$ cat src/rtl/uart_rx_display.sv
// Pairs UART bytes into 4-digit hex messages and drives a multiplexed
// active-low 7-segment display; corrupted or stalled messages are dropped.
module uart_rx_display #(
  parameter int REFRESH_CYCLES = 50000,
  parameter int TIMEOUT_CYCLES = 1000000
) (
  input  logic       Clk,
  input  logic       reset,
  input  logic [7:0] Rx_DATA,
  input  logic       Rx_VALID,
  input  logic       Rx_PERROR,
  input  logic       Rx_FERROR,
  output logic [3:0] AN,
  output logic [6:0] SEG,
  output logic       msg_ok,
  output logic       msg_err,
  output logic       msg_timeout
);

  localparam int RW = (REFRESH_CYCLES > 2) ? $clog2(REFRESH_CYCLES) : 1;
  localparam int TW = (TIMEOUT_CYCLES > 2) ? $clog2(TIMEOUT_CYCLES) : 1;

  typedef enum logic {IDLE = 1'b0, HALF = 1'b1} state_t;
  typedef enum logic [1:0] {BLANK = 2'd0, DATA = 2'd1, ERROR = 2'd2} mode_t;

  function automatic logic [6:0] hex7(input logic [3:0] h);
    case (h)
      4'h0: hex7 = 7'b1000000;
      4'h1: hex7 = 7'b1111001;
      4'h2: hex7 = 7'b0100100;
      4'h3: hex7 = 7'b0110000;
      4'h4: hex7 = 7'b0011001;
      4'h5: hex7 = 7'b0010010;
      4'h6: hex7 = 7'b0000010;
      4'h7: hex7 = 7'b1111000;
      4'h8: hex7 = 7'b0000000;
      4'h9: hex7 = 7'b0010000;
      4'hA: hex7 = 7'b0001000;
      4'hB: hex7 = 7'b0000011;
      4'hC: hex7 = 7'b1000110;
      4'hD: hex7 = 7'b0100001;
      4'hE: hex7 = 7'b0000110;
      4'hF: hex7 = 7'b0001110;
      default: hex7 = 7'b1111111;
    endcase
  endfunction

  state_t         r_state, w_state_nxt;
  mode_t          r_mode;
  logic [7:0]     r_hold;
  logic [3:0][3:0] r_digits;
  logic [TW-1:0]  r_timer;
  logic [RW-1:0]  r_refresh;
  logic [1:0]     r_idx;
  logic           r_prev;

  logic w_lvl, w_evt, w_bad, w_expire;
  logic w_load_hold, w_commit, w_err, w_tmo, w_timer_inc;

  assign w_lvl    = Rx_VALID | Rx_PERROR | Rx_FERROR;
  assign w_evt    = w_lvl & ~r_prev;
  assign w_bad    = Rx_PERROR | Rx_FERROR;
  assign w_expire = (r_timer == TW'(TIMEOUT_CYCLES - 1));

  // State register
  always_ff @(posedge Clk or negedge reset) begin
    if (!reset) r_state <= IDLE;
    else        r_state <= w_state_nxt;
  end

  // Next-state and per-event control; an event always beats timeout expiry
  always_comb begin
    w_state_nxt = r_state;
    w_load_hold = 1'b0;
    w_commit    = 1'b0;
    w_err       = 1'b0;
    w_tmo       = 1'b0;
    w_timer_inc = 1'b0;
    case (r_state)
      IDLE: begin
        if (w_evt && w_bad) begin
          w_err = 1'b1;
        end else if (w_evt) begin
          w_load_hold = 1'b1;
          w_state_nxt = HALF;
        end else begin
          w_state_nxt = IDLE;
        end
      end
      HALF: begin
        if (w_evt) begin
          w_err       = w_bad;
          w_commit    = ~w_bad;
          w_state_nxt = IDLE;
        end else if (w_expire) begin
          w_tmo       = 1'b1;
          w_state_nxt = IDLE;
        end else begin
          w_timer_inc = 1'b1;
        end
      end
      default: w_state_nxt = IDLE;
    endcase
  end

  // Message datapath and result pulses
  always_ff @(posedge Clk or negedge reset) begin
    if (!reset) begin
      r_prev      <= 1'b0;
      r_hold      <= 8'h00;
      r_digits    <= 16'h0000;
      r_timer     <= '0;
      r_mode      <= BLANK;
      msg_ok      <= 1'b0;
      msg_err     <= 1'b0;
      msg_timeout <= 1'b0;
    end else begin
      r_prev      <= w_lvl;
      msg_ok      <= w_commit;
      msg_err     <= w_err;
      msg_timeout <= w_tmo;
      if (w_load_hold)             r_hold <= Rx_DATA;
      else if (w_err || w_tmo)     r_hold <= 8'h00;
      if (w_load_hold)             r_timer <= '0;
      else if (w_timer_inc)        r_timer <= r_timer + TW'(1);
      if (w_commit) begin
        r_digits <= {r_hold, Rx_DATA};
        r_mode   <= DATA;
      end else if (w_err) begin
        r_mode   <= ERROR;
      end
    end
  end

  // Free-running digit scan
  always_ff @(posedge Clk or negedge reset) begin
    if (!reset) begin
      r_refresh <= '0;
      r_idx     <= 2'd0;
    end else if (r_refresh == RW'(REFRESH_CYCLES - 1)) begin
      r_refresh <= '0;
      r_idx     <= r_idx + 2'd1;
    end else begin
      r_refresh <= r_refresh + RW'(1);
    end
  end

  // Anode/segment decode from registered scan index, mode and digits
  always_comb begin
    AN = ~(4'b0001 << r_idx);
    case (r_mode)
      BLANK:   SEG = 7'b1111111;
      ERROR:   SEG = 7'b0111111;
      DATA:    SEG = hex7(r_digits[r_idx]);
      default: SEG = 7'b1111111;
    endcase
  end

endmodule
$ cat config.mk
export PLATFORM = sky130hd
export DESIGN_NAME = uart_rx_display
export DESIGN_NICKNAME = d
export VERILOG_FILES = /design/src/rtl/uart_rx_display.sv
export SDC_FILE = /design/constraint.sdc
export NUM_CORES = 1
export LEC_CHECK = 0
export BUFFER_PORTS_ARGS = -buffer_cell sky130_fd_sc_hd__buf_2
export CAP_MARGIN = 25
export CORE_ASPECT_RATIO = 1.1
export CORE_UTILIZATION = 40
export DETAILED_ROUTE_END_ITERATION = 8
export GPL_TIMING_DRIVEN = 1
export PLACE_DENSITY = 0.55
export SYNTH_ARGS = -nofsm -noshare
export SYNTH_HDL_FRONTEND = slang
export SYNTH_SLANG_ARGS = --single-unit
export TNS_END_PERCENT = 100
$ cat constraint.sdc
create_clock -name Clk -period 3.2 [get_ports Clk]
set_clock_uncertainty 0.15 [all_clocks]
set_input_delay 0.8 -clock Clk [delete_from_list [all_inputs] [get_ports Clk]]
set_output_delay 0.8 -clock Clk [all_outputs]
set_load 0.02 [all_outputs]
==> summary.txt, run 1 <==
Status
  • Outcome: finished clean

GRT
  • Final global-route overflow total: 0
  • First-pass GRT wire length: 12,200 um
  • Total global-route track usage: 16.8%
  • Via count of the first global-routing pass: 2,568
  • Antenna violations before repair: 0
  • Pin count of the biggest net entering global routing: 46

Final layout
  • Nets: 401
  • Relative area change from synthesis to final layout: 18.7%
  • Fraction of layout cells with a size suffix above 1: 23.9%
  • Filler Cells Inserted: 782
  • Number of inserted diodes: 0

Worst setup path
  • Arr. time, crit path: 2180 ps
  • Total stage count of the critical path: 8
  • Buffering stage count on the worst path with inverters included: 2
  • WP data required: 2250 ps
  • Max FO, Critical Path: 5
  • Cell family contributing the most delay on the critical path: multiplexers
  • Endpoint kind of the worst setup timing path: output pin
  • Startpoint type of the worst setup path: register
  • Delay of the slowest cell on the worst path: 560 ps
  • Number of cell instances on the worst register-to-register path: 4
  • Critical Path, Cell by Cell: mux4_2 -> inv_2 -> ha_2 -> mux2i_1 -> nor2_1 -> o21ai_1 -> nand2_1 -> buf_2
  • Category of the critical setup timing path: register to output pin
  • Slowest cell on the critical path: sky130_fd_sc_hd__mux4_2

Detailed routing
  • Via Count: 2,585
  • Detailed-route wire length: 7200 um
  • Violation count after the first detailed-routing iteration: 82
  • Final antenna-violating net count: 0
  • Total DRC errors in the routed layout: 0
  • Routed vias/inst: 5.31
  • Routed wirelength normalized by instance count: 14.8 um
  • First drt pass iteration count: 4

Clocking
  • H-tree levels: 3
  • TritonCTS clock tree: done
  • Maximum clock path buffer count: 2
  • Clock sink count: 69
  • CTS Root Cell: sky130_fd_sc_hd__clkbuf_8
  • CTS buffer count: 9
  • CTS clk-pin slew, worst paths: 70 ps
  • Worst skew pair latency: 330 ps

STA
  • Setup violations, final: 0
  • Share of the cycle needed by the critical path after routing: 97.7%
  • Slew at the pin closest to its max-slew limit: 908 ps
  • Total count of max-transition violations in the final report: 0
  • Minimum clock period: 3130 ps
  • Remaining max-slew budget at the tightest pin: 39.2%
  • Hold slack final: 312 ps
  • Final Hold Vio Count: 0
  • Setup TNS: 0 ps
  • FMAX: 320 MHz
  • Setup repair after global routing missed its margin: true

Synthesis
  • Cell types with the highest counts after synthesis: sky130_fd_sc_hd__dfrtp_1, sky130_fd_sc_hd__nand2_1, sky130_fd_sc_hd__nor2_1, sky130_fd_sc_hd__ha_1
  • Average footprint of a synthesized cell: 10.8 um2
  • Net count of the mapped netlist: 360
  • Register bit total from synthesis: 69
  • Async set or reset register ratio after synthesis: 100%
  • Leading area contributor after synthesis: sky130_fd_sc_hd__dfrtp_1
  • Number of instances in the synthesized netlist: 331
  • Top cell type's share of synthesized area: 48.4%
  • Count of different cell masters after synthesis: 50
  • Netlist Area Pre-Place: 0.00357 mm2
  • Yosys warns: 0
  • Top-count cell post-synth: sky130_fd_sc_hd__dfrtp_1
  • Share of the yosys chip area belonging to registers: 48.4%
  • Most common flop cell mapped by yosys: sky130_fd_sc_hd__dfrtp_1
  • Dominant cells by area after synthesis: sky130_fd_sc_hd__dfrtp_1, sky130_fd_sc_hd__ha_1, sky130_fd_sc_hd__mux2_2
  • Post-synth EDFFs: 0

Die
  • Width of the die: 92.1 um
  • Y dimension of the die: 101 um
  • Standard cell core area: 0.00854 mm2
  • Initial Util: 41.8%
  • Die Outline Area: 0.00931 mm2
  • Num ports: 27
  • Core Rows: 35

Placed design
  • Port buffer count: 26
  • Post-DP HPWL: 4850 um
  • Final weighted congestion in routability-driven placement: 0.872

Power and ir drop
  • Worst-case vdd ir drop: 0.278 mV
  • Reported leakage power: 1.97 nW
  • Pwr Density: 454 mW/mm2

Min path
  • Worst min path class: input pin to asynchronous set/reset pin

Run
  • Number of maximum-capacitance violations: 0
[cell families after synthesis]
| kind of cell | synth area share [%] |
|---|---|
| muxes | 11.0 |
| DFF | 48.4 |
| xor gates and xnor gates | 5.64 |
| and+or+nand+nor | 18.6 |
| adders and majority gates | 5.61 |
| buffers and inverters | 2.91 |
| AOI/OAI and AO/OA | 7.95 |
[area by class of cell]
class,instances,area (um2),area share [%]
Clock buffer,11,141,3.34
Clock inverter,4,72.6,1.71
Multi-Input combinational cell,236,1810,42.7
Sequential cell,69,1730,40.8
Inverter,16,62.6,1.48
Tap cell,111,139,3.28
Timing Repair Buffer,40,285,6.73
[worst register-to-register path: stages, from the launching register on]
cell and delay (ps):
sky130_fd_sc_hd__dfrtp_1 430, sky130_fd_sc_hd__or4b_4 570, sky130_fd_sc_hd__nor4_4 370, sky130_fd_sc_hd__a31oi_1 380
sky130_fd_sc_hd__a22o_1 300
[what timing repair did]
action,in CTS,in global routing
resized for setup,5,21
endpoints found under the setup margin,6,7
hold buffers,0,0
pin swaps,0,8
buffers inserted,3,6
gates cloned,0,1
[power by group]
group | total (mW) | internal [mW] | switching [mW]
combinational | 0.202 | 0.0928 | 0.109
clock | 0.774 | 0.455 | 0.319
sequential | 0.948 | 0.913 | 0.0345
[per-stage QoR]
step	area (um2)	setup slack, ps	power, mW	cells	util (%)
after detailed placement	3860	233	1.14	462	45.2
after floorplan	3570	83.0	1.07	331	-
after CTS	4100	5.26	1.92	480	48.0
after global routing	4240	-57.9	2.01	487	49.6
after global placement	3860	291	1.14	462	45.2
final	4240	73.4	1.92	487	49.6
[metal layers]
layer  routed length (um)  GRT usage [%]  vias to the layer above
met5                    0              0                        -
met4                   78           5.29                        0
met3                  255           4.15                        6
met2                 3330           27.2                       32
met1                 3540           22.4                     1284
li1                     -              -                     1263
[worst paths after layout]
check / start / endpoint / slack (ps)
max: r_idx[0]$_DFFE_PN0N_ / SEG[4] / 70
min: reset / r_refresh[0]$_DFF_PN0_ / 310
max reg2reg: r_timer[15]$_DFFE_PN0P_ / r_hold[0]$_DFFE_PN0P_ / 890
min reg2reg: r_refresh[0]$_DFF_PN0_ / r_refresh[0]$_DFF_PN0_ / 340
max in group asynchronous: reset / r_idx[0]$_DFFE_PN0N_ / 1940
min in group Clk: r_refresh[0]$_DFF_PN0_ / r_refresh[0]$_DFF_PN0_ / 340
[flip-flops by register name, summed over array words and instances, names as in the netlist]
signal       cells
msg_timeout      1
r_state          1
r_refresh       16
r_prev           1
msg_ok           1
r_digits        16
r_hold           8
r_timer         20
r_mode           2
r_idx            2
msg_err          1
[cell usage in the layout (no fill, tap or decap), types with 3 or more instances in the layout]
cell type,instances
sky130_fd_sc_hd__dfrtp_1,67
sky130_fd_sc_hd__nand2_1,32
sky130_fd_sc_hd__nor2_1,30
sky130_fd_sc_hd__buf_2,22
sky130_fd_sc_hd__xnor2_1,15
sky130_fd_sc_hd__mux2_2,14
sky130_fd_sc_hd__inv_1,13
sky130_fd_sc_hd__ha_1,12
sky130_fd_sc_hd__buf_4,12
sky130_fd_sc_hd__mux2i_1,11
sky130_fd_sc_hd__nor3_1,10
sky130_fd_sc_hd__clkbuf_8,10
sky130_fd_sc_hd__nand3_1,8
sky130_fd_sc_hd__xor2_1,8
sky130_fd_sc_hd__a22o_1,8
sky130_fd_sc_hd__a21oi_1,7
sky130_fd_sc_hd__and3_1,6
sky130_fd_sc_hd__nand4_1,6
sky130_fd_sc_hd__mux4_2,5
sky130_fd_sc_hd__and4_1,5
sky130_fd_sc_hd__buf_6,4
sky130_fd_sc_hd__o21ai_1,3
sky130_fd_sc_hd__nand2b_1,3
sky130_fd_sc_hd__and2_1,3
sky130_fd_sc_hd__a31oi_1,3
sky130_fd_sc_hd__o21ai_0,3
sky130_fd_sc_hd__mux2_1,3
sky130_fd_sc_hd__ha_2,3
(Power assumes the default switching activity.)
==> run 2, diff against run 1 <==
CORE_UTILIZATION = 45   (was 40)
PLACE_DENSITY = not set   (was 0.55)
==> run 2 against run 1 <==
Effect of this change:
- critical path depth shrank 1
- flip-flop and latch count is the same
- final cell count shrank 1.0%
- critical path type unchanged
- largest cell class unchanged
==> summary.txt, run 2 (synthesis results as in run 1) <==
Status
  • Outcome: finished clean (unchanged)

Worst setup path
  • Slowest cell on the critical path: sky130_fd_sc_hd__mux4_2 (unchanged)
  • WP data required: 2250 ps (about the same)
  • Max FO, Critical Path: 4 (was 5)
  • Cell family contributing the most delay on the critical path: multiplexers (unchanged)
  • Arr. time, crit path: 2250 ps (was 2180 ps)
  • Critical Path, Cell by Cell: mux4_2 -> buf_6 -> ha_1 -> nand2_2 -> a21boi_1 -> o221ai_1 -> buf_4 (was mux4_2 -> inv_2 -> ha_2 -> mux2i_1 -> nor2_1 -> o21ai_1 -> nand2_1 -> buf_2)
  • Buffering stage count on the worst path with inverters included: 2 (unchanged)
  • Category of the critical setup timing path: register to output pin (unchanged)
  • Startpoint type of the worst setup path: register (unchanged)
  • Delay of the slowest cell on the worst path: 580 ps (was 560 ps)
  • Endpoint kind of the worst setup timing path: output pin (unchanged)

STA
  • Minimum clock period: 3200 ps (was 3130 ps)
  • Total count of max-transition violations in the final report: 0 (unchanged)
  • Setup TNS: 0 ps (unchanged)
  • FMAX: 313 MHz (was 320 MHz)
  • Setup violations, final: 0 (unchanged)
  • Slew at the pin closest to its max-slew limit: 949 ps (was 908 ps)
  • Remaining max-slew budget at the tightest pin: 36.4% (was 39.2%)
  • Final Hold Vio Count: 0 (unchanged)
  • Share of the cycle needed by the critical path after routing: 99.9% (was 97.7%)
  • Setup repair after global routing missed its margin: true (unchanged)

GRT
  • First-pass GRT wire length: 11,900 um (was 12,200 um)
  • Total global-route track usage: 18.8% (was 16.8%)
  • Final global-route overflow total: 0 (unchanged)
  • Pin count of the biggest net entering global routing: 70 (was 46)
  • Via count of the first global-routing pass: 2,521 (was 2,568)
  • Antenna violations before repair: 0 (unchanged)

Die
  • Num ports: 27 (unchanged)
  • Initial Util: 47.3% (was 41.8%)
  • Y dimension of the die: 95.4 um (was 101 um)
  • Die Outline Area: 0.00830 mm2 (was 0.00931 mm2)
  • Standard cell core area: 0.00756 mm2 (was 0.00854 mm2)
  • Width of the die: 86.9 um (was 92.1 um)
  • Core Rows: 33 (was 35)

Power and ir drop
  • Reported leakage power: 1.97 nW (about the same)
  • Worst-case vdd ir drop: 0.180 mV (was 0.278 mV)
  • Pwr Density: 450 mW/mm2 (was 454 mW/mm2)

Detailed routing
  • Via Count: 2,571 (was 2,585)
  • First drt pass iteration count: 4 (unchanged)
  • Routed wirelength normalized by instance count: 14.4 um (was 14.8 um)
  • Violation count after the first detailed-routing iteration: 155 (was 82)
  • Final antenna-violating net count: 0 (unchanged)
  • Routed vias/inst: 5.33 (was 5.31)
  • Total DRC errors in the routed layout: 0 (unchanged)
  • Detailed-route wire length: 6920 um (was 7200 um)

Final layout
  • Nets: 401 (unchanged)
  • Relative area change from synthesis to final layout: 17.1% (was 18.7%)
  • Flip-flop count of the largest register after layout: 20 (unchanged)
  • Filler Cells Inserted: 662 (was 782)
  • Most common cell after layout, fill and taps aside: sky130_fd_sc_hd__dfrtp_1 (unchanged)
  • Fraction of layout cells with a size suffix above 1: 23.1% (was 23.9%)
  • Multi-input gate area in the final layout: 0.00177 mm2 (was 0.00181 mm2)
  • Commonest cells after routing, fill and taps aside: sky130_fd_sc_hd__dfrtp_1, sky130_fd_sc_hd__nand2_1, sky130_fd_sc_hd__nor2_1 (unchanged)
  • Largest register by flop count: r_timer (unchanged)
  • Number of inserted diodes: 0 (unchanged)
  • Register area: 0.00173 mm2 (about the same)
  • Count of non-filler cells in the finished layout: 482 (was 487)
  • Biggest registers after layout: r_timer: 20 flops, r_digits: 16 flops, r_refresh: 16 flops (unchanged)

Clocking
  • CTS buffer count: 9 (unchanged)
  • Worst skew pair latency: 340 ps (was 330 ps)
  • H-tree levels: 3 (unchanged)
  • CTS Root Cell: sky130_fd_sc_hd__clkbuf_8 (unchanged)
  • Maximum clock path buffer count: 2 (unchanged)
  • Hold_buf cts: 0 (unchanged)
  • CTS clk-pin slew, worst paths: 80 ps (was 70 ps)
  • TritonCTS clock tree: done (unchanged)
  • Clock sink count: 69 (unchanged)

Placed design
  • Final weighted congestion in routability-driven placement: 0.855 (was 0.872)
  • Port buffer count: 26 (unchanged)
  • Post-DP HPWL: 4690 um (was 4850 um)
  • Cell count after placement: 458 (was 462)

Min path
  • Worst min path class: input pin to asynchronous set/reset pin (unchanged)

Run
  • Number of maximum-capacitance violations: 0 (unchanged)
run 2: worst register-to-register path: cells and delay by family (launching register included):
family | cells | cell delay, ps
AOI/OAI and AO/OA | 2 | 700
DFF | 1 | 430
and+or+nand+nor | 2 | 940
run 2: per-layer routing:
layer,track usage [%],share of wire [%],up-vias
li1,-,-,1259
met1,25.5,48,1260
met2,28.7,47,41
met3,4.76,3.6,11
met4,7.92,1.6,0
met5,0,0,-
run 2: final timing paths:
| kind | start | to | slack (ps) | depth (start not counted) |
|---|---|---|---|---|
| max in group asynchronous | reset | r_timer[12]$_DFFE_PN0P_ | 2280 | 2 |
| worst max register to register | r_timer[15]$_DFFE_PN0P_ | r_hold[7]$_DFFE_PN0P_ | 870 | 4 |
| worst min-delay path | reset | r_refresh[2]$_DFF_PN0_ | 300 | 2 |
| min in group Clk | r_refresh[0]$_DFF_PN0_ | r_refresh[0]$_DFF_PN0_ | 330 | 1 |
| worst max-delay path | r_idx[0]$_DFFE_PN0N_ | SEG[3] | 3 | 7 |
| worst min register to register | r_refresh[0]$_DFF_PN0_ | r_refresh[0]$_DFF_PN0_ | 330 | 1 |
run 2: power breakdown:
group	switching, mW	internal [mW]	leakage [nW]
sequential	0.0334	0.913	0.926
clock	0.337	0.402	0.102
combinational	0.107	0.0899	0.937
total	0.477	1.40	1.97
run 2: final cells by class:
class,instances,area share [%]
Clock inverter,5,1.41
Multi-Input combinational cell,235,42.3
Inverter,16,1.50
Clock buffer,11,3.62
Tap cell,105,3.14
Sequential cell,69,41.3
Timing Repair Buffer,41,6.67
run 2: stage by stage:
stage | power (mW) | util, % | setup WS, ps | instance area (um2) | hold WS [ps]
after CTS | 1.89 | 54.4 | 1.11 | 4110 | 322
after detailed placement | 1.14 | 51.0 | 219 | 3850 | 320
after global placement | 1.13 | 51.0 | 292 | 3850 | 314
final | 1.88 | 55.3 | 3.15 | 4180 | 301
after global routing | 1.97 | 55.3 | -83.6 | 4180 | 332
after floorplan | 1.07 | - | 83.0 | 3570 | 298
run 2: repair_timing:
action	in CTS	in global routing
setup buffers	6	2
resized for setup	3	17
pin swaps	0	4
setup endpoints to repair	6	7
